$ cat config.mk
export PLATFORM = sky130hd
export DESIGN_NAME = dmem_arbiter
export DESIGN_NICKNAME = d
export VERILOG_FILES = /design/src/rtl/dmem_arbiter.sv
export SDC_FILE = /design/constraint.sdc
export NUM_CORES = 1
export LEC_CHECK = 0
export CAP_MARGIN = 20
export CORE_ASPECT_RATIO = 0.8
export CORE_MARGIN = 2
export CORE_UTILIZATION = 40
export DETAILED_ROUTE_END_ITERATION = 6
export GPL_ROUTABILITY_DRIVEN = 0
export PLACE_DENSITY = 0.83
export SLEW_MARGIN = 5
export SYNTH_ARGS = -nofsm -noshare
export SYNTH_HDL_FRONTEND = slang
export SYNTH_SLANG_ARGS = --single-unit
export TNS_END_PERCENT = 50
$ cat constraint.sdc
create_clock -name clock -period 2.45 [get_ports clock]
set_input_delay 0.49 -clock clock [delete_from_list [all_inputs] [get_ports clock]]
set_output_delay 0.49 -clock clock [all_outputs]
set_load 0.01 [all_outputs]
$ cat src/rtl/dmem_arbiter.sv
// dmem_arbiter: round-robin CPU/host arbiter for a single-port 256x16 data memory with a 1-cycle read.
// Compile option DMEM_ARB_LOCK_EN adds a bounded host lock; without it host_lock is ignored.
//
// state   | meaning
// IDLE    | no access in flight; arbitrate any request
// ISSUE   | latched access driven onto the memory bus, d_we valid this cycle
// ACK     | read data returns; ack to owner; re-arbitrate for back-to-back issue
module dmem_arbiter #(
   parameter int AW       = 8,
   parameter int DW       = 16,
   parameter int LOCK_MAX = 16
) (
   input  logic          clock,
   input  logic          reset,
   input  logic          cpu_req,
   input  logic          cpu_we,
   input  logic [AW-1:0] cpu_addr,
   input  logic [DW-1:0] cpu_wdata,
   output logic          cpu_ack,
   output logic [DW-1:0] cpu_rdata,
   input  logic          host_req,
   input  logic          host_we,
   input  logic [AW-1:0] host_addr,
   input  logic [DW-1:0] host_wdata,
   output logic          host_ack,
   output logic [DW-1:0] host_rdata,
   input  logic          host_lock,
   output logic [AW-1:0] d_addr,
   output logic [DW-1:0] d_dataout,
   output logic          d_we,
   input  logic [DW-1:0] d_datain,
   output logic          arb_busy,
   output logic          arb_owner
);

   typedef enum logic [1:0] {S_IDLE = 2'd0, S_ISSUE = 2'd1, S_ACK = 2'd2} state_t;

   state_t        state_q, state_d;
   logic          owner_q, owner_d;
   logic          we_q, we_d;
   logic [AW-1:0] addr_q, addr_d;
   logic [DW-1:0] wdata_q, wdata_d;
   logic [DW-1:0] cpu_rdata_q, host_rdata_q;
   logic          cpu_elig, host_elig, grant_valid, grant_host, lock_hold;
   logic          cpu_rd_ack, host_rd_ack;

`ifdef DMEM_ARB_LOCK_EN
   localparam int            CW         = $clog2(LOCK_MAX + 1);
   localparam logic [CW-1:0] LOCK_MAX_C = CW'(LOCK_MAX);

   logic [CW-1:0] lock_cnt_q, lock_cnt_d;
   logic          lock_act_q, lock_act_d;

   assign lock_hold = lock_act_q & host_lock & (lock_cnt_q < LOCK_MAX_C);

   always_comb begin
      lock_cnt_d = lock_cnt_q;
      lock_act_d = lock_act_q;
      if (!host_lock) begin
         lock_cnt_d = '0;
         lock_act_d = 1'b0;
      end else if (grant_valid) begin
         if (grant_host) begin
            lock_act_d = 1'b1;
            if (lock_cnt_q < LOCK_MAX_C) lock_cnt_d = lock_cnt_q + 1'b1;
         end else begin
            lock_cnt_d = '0;
            lock_act_d = 1'b0;
         end
      end
   end

   always_ff @(posedge clock or negedge reset) begin
      if (!reset) begin
         lock_cnt_q <= '0;
         lock_act_q <= 1'b0;
      end else begin
         lock_cnt_q <= lock_cnt_d;
         lock_act_q <= lock_act_d;
      end
   end
`else
   logic unused_lock;
   assign unused_lock = host_lock ^ (LOCK_MAX == 0);
   assign lock_hold   = 1'b0;
`endif

   // The owner's req is still up in its own ACK cycle; it only counts again one cycle later.
   always_comb begin
      cpu_elig    = cpu_req & ~((state_q == S_ACK) & ~owner_q) & ~lock_hold;
      host_elig   = host_req & ~((state_q == S_ACK) & owner_q);
      grant_valid = ((state_q == S_IDLE) | (state_q == S_ACK)) & (cpu_elig | host_elig);
      grant_host  = host_elig & (~cpu_elig | ~owner_q);
   end

   always_comb begin
      state_d = state_q;
      owner_d = owner_q;
      we_d    = we_q;
      addr_d  = addr_q;
      wdata_d = wdata_q;
      case (state_q)
         S_IDLE:  if (grant_valid) state_d = S_ISSUE;
         S_ISSUE: state_d = S_ACK;
         S_ACK:   state_d = grant_valid ? S_ISSUE : S_IDLE;
         default: state_d = S_IDLE;
      endcase
      if (grant_valid) begin
         owner_d = grant_host;
         we_d    = grant_host ? host_we    : cpu_we;
         addr_d  = grant_host ? host_addr  : cpu_addr;
         wdata_d = grant_host ? host_wdata : cpu_wdata;
      end
   end

   always_ff @(posedge clock or negedge reset) begin
      if (!reset) begin
         state_q <= S_IDLE;
         owner_q <= 1'b1;
         we_q    <= 1'b0;
         addr_q  <= '0;
         wdata_q <= '0;
      end else begin
         state_q <= state_d;
         owner_q <= owner_d;
         we_q    <= we_d;
         addr_q  <= addr_d;
         wdata_q <= wdata_d;
      end
   end

   assign cpu_ack     = (state_q == S_ACK) & ~owner_q;
   assign host_ack    = (state_q == S_ACK) & owner_q;
   assign cpu_rd_ack  = cpu_ack & ~we_q;
   assign host_rd_ack = host_ack & ~we_q;

   // Read data is passed through in the ack cycle and held afterwards.
   always_ff @(posedge clock or negedge reset) begin
      if (!reset) begin
         cpu_rdata_q  <= '0;
         host_rdata_q <= '0;
      end else begin
         if (cpu_rd_ack)  cpu_rdata_q  <= d_datain;
         if (host_rd_ack) host_rdata_q <= d_datain;
      end
   end

   assign cpu_rdata  = cpu_rd_ack  ? d_datain : cpu_rdata_q;
   assign host_rdata = host_rd_ack ? d_datain : host_rdata_q;
   assign d_addr     = addr_q;
   assign d_dataout  = wdata_q;
   assign d_we       = (state_q == S_ISSUE) & we_q;
   assign arb_busy   = (state_q != S_IDLE);
   assign arb_owner  = owner_q;

endmodule

==> results.json <==
{
  "htreeDepth": 3,
  "route.detailed.vias_per_inst": 4.70,
  "slew_viol_final": 0,
  "busiest_layer": "met2",
  "clock_power_share_pct": 17.2,
  "setup_ws_ns": 0.111,
  "cts_root_buf": "clkbuf_8",
  "switchingPower_uw": 1710,
  "p_leak_uw": 0.00189,
  "internal_power_uw": 3430,
  "crit_required_ns": 1.96,
  "irDropWorstVdd_mv": 0.709,
  "hp-class": "input pin to async pin",
  "numCtsBuffers": 9,
  "critical_path_class": "register to output pin",
  "maxCapViolations": 0,
  "clock.fmax_mhz": 428,
  "period_needed_ns": 2.34,
  "grt_util_met1_pct": 23.4,
  "dr.pass1.iters": 5,
  "crit_path_end_kind": "output pin",
  "hpwl_um": 4650,
  "crit_fanout": 8,
  "dieArea_um2": 7190,
  "rsz0062_at_grt": "no",
  "die_h_um": 76.2,
  "multiInputGateArea_um2": 1060,
  "post-route-period-util_pct": 95.5,
  "reg2reg_to": "we_q$_DFFE_PN0P_",
  "antennaDiodeCount": 0,
  "yosys.area.top_type": "dfrtp_1",
  "ys_warn_count": 0,
  "syn_area_per_cell_um2": 13.4,
  "p_seq_share_pct": 32.8,
  "clk_pin_slew_worst_paths_ns": 0.06,
  "io_pins": 132,
  "worst_ep_arrival_time_ns": 1.85,
  "power.density_nw_per_um2": 1210,
  "grtUsageMet3_pct": 6.92,
  "clk_latency_ns": 0.32,
  "comb_power_share_pct": 50.0,
  "synth_edf_count": 0,
  "synth_cell_type_count": 23,
  "synth_common_cells": "59 x dfrtp_1, 27 x nor2_1, 25 x a21oi_1, 25 x mux2i_1, 23 x mux2_2",
  "synth_area_leaders": "dfrtp_1 57%, mux2_2 9.9%, mux2i_1 9.6%, mux2_4 5.8%, a21oi_1 4.8%",
  "grtUsageMet2_pct": 32.4,
  "num_rows": 26,
  "synth_top_area_share_pct": 56.6,
  "drtAntennaViolNets": 0,
  "setup_tns_ns": 0,
  "port_buffers": 130,
  "wire_per_inst_um": 15.1,
  "placedCellCount": 408,
  "num_vias": 2025,
  "grt_max_degree": 39,
  "drc": 0,
  "async_reset_ff_share_pct": 100,
  "n_fill_cell": 499,
  "yosysMostFrequentCell": "dfrtp_1",
  "final_nets": 413,
  "grtUsageTotal_pct": 19.3,
  "grt_pass1_wl_um": 10600,
  "synth_nets": 265,
  "cts_tree": "yes",
  "synth_top_flop_cell": "dfrtp_1",
  "wirelength_um": 6500,
  "timing.rr.start": "state_q[1]$_DFFE_PN0P_",
  "skew_ns": 0.00293,
  "max_slew_margin_pct": 68.7,
  "cp-start-kind": "register",
  "ys_seq_area_share_pct": 57.6,
  "sw_frac_of_total_pct": 33.2,
  "final-seq-area_um2": 1500,
  "finalHoldViolations": 0,
  "critPathMaxStageDelay_ns": 0.38,
  "crit_slowest_cell": "dfrtp_1",
  "drt_iter0_markers": 47,
  "setup-violations-final": 0,
  "cts.sinks": 60,
  "r2r_slack_ns": 0.65,
  "preCtsSetupSlack_ns": 0.0607,
  "drive_gt1_share_pct": 31.4,
  "ys_ff_latch": 60,
  "core_um2": 6340,
  "status": "completed",
  "stdcell_count": 431,
  "antenna_found_initial": 0,
  "r2r_cells": 8,
  "die_w_um": 94.3,
  "tightest_slew_ns": 0.469,
  "cts_buffer_depth": 2,
  "path_cells": "nor2b_2, and2_4, nor2b_4, buf_12, mux2_4, buf_2",
  "synth_area_um2": 2610,
  "syn_to_final_growth_pct": 62.2,
  "syn_inst": 194,
  "grt_pass1_vias": 2162,
  "placed_area_um2": 4050,
  "start_util_pct": 41.1,
  "post-route-util_pct": 66.7,
  "design_area_um2": 4230,
  "overflow": 0
}
## routing by layer
| metal | vias up | routed length, µm |
|---|---|---|
| li1 | 971 | - |
| met1 | 975 | 2690 |
| met2 | 73 | 3240 |
| met3 | 6 | 515 |
| met4 | 0 | 59 |
| met5 | - | 0 |
## layout by cell type, fill, tap and decap left out, types with 2 or more instances in the layout
master,count
clkdlybuf4s50_1,97
dfrtp_1,59
nor2_1,27
mux2i_1,25
a21oi_1,25
buf_2,24
mux2_2,17
mux2_4,16
clkbuf_8,11
clkbuf_2,9
buf_4,9
buf_12,5
buf_6,3
nand2b_4,2
clkinv_2,2
## layout make-up
type                            count  share of cell area, %
Multi-Input combinational cell    123                   25.0
Tap cell                           84                   2.48
Timing Repair Buffer              148                   32.3
Clock inverter                      4                   1.12
Sequential cell                    60                   35.5
Clock buffer                       12                   3.67
## state kept, by name (all words and copies together), names as in the netlist
name,cells
cpu_rdata_q,16
state_q,2
d_addr,8
d_dataout,16
host_rdata_q,16
we_q,1
arb_owner,1
## worst max-delay path, delay by kind of cell, from the launching register on
kind                   cells  cell delay (ns)
buffers and inverters      2             0.31
DFF                        1             0.38
muxes                      1             0.32
and+or+nand+nor            3             0.52
## worst max-delay path by stage
stage,start,endpoint,slack (ns),depth (start not counted)
after floorplan,state_q[0]$_DFFE_PN0P_,cpu_rdata[10],0.47,4
after global placement,state_q[0]$_DFFE_PN0P_,host_rdata[0],0.11,6
after detailed placement,state_q[0]$_DFFE_PN0P_,host_rdata[0],0.06,6
after CTS,state_q[1]$_DFFE_PN0P_,cpu_rdata[14],-0.05,7
after global routing,state_q[0]$_DFFE_PN0P_,host_rdata[4],0.001,6
final,state_q[1]$_DFFE_PN0P_,host_rdata[6],0.11,6
## repair_timing
action	in CTS	in global routing
pin swaps	1	1
gates cloned	2	0
gates resized for setup	111	25
setup endpoints to repair	32	32
buffers inserted	5	2
hold buffers	0	0
## power by group through the flow
stage | Combinational [µW] | Clock [µW] | Sequential (µW)
2_1_floorplan | 1210 | 0 | 1780
4_1_cts | 2670 | 909 | 1690
6_report | 2570 | 884 | 1690
3_5_place_dp | 2750 | 0 | 1690
5_1_grt | 2780 | 961 | 1750
3_3_place_gp | 2700 | 0 | 1660
## stage by stage
stage                     hold WS (ns)  total power [µW]
final                            0.117              5140
after global routing             0.127              5500
after CTS                        0.124              5270
after detailed placement         0.475              4440
after global placement           0.459              4360
after floorplan                  0.194              2990
## cells by family after synthesis
family,count (synthesis),synth area share [%]
buffers and inverters,11,3.84
flip-flops,60,57.6
multiplexers,58,25.3
AND/OR/NAND/NOR,38,7.29
AO/OA/AOI/OAI,27,6.00
No activity file was read; power rests on OpenSTA's default activity.
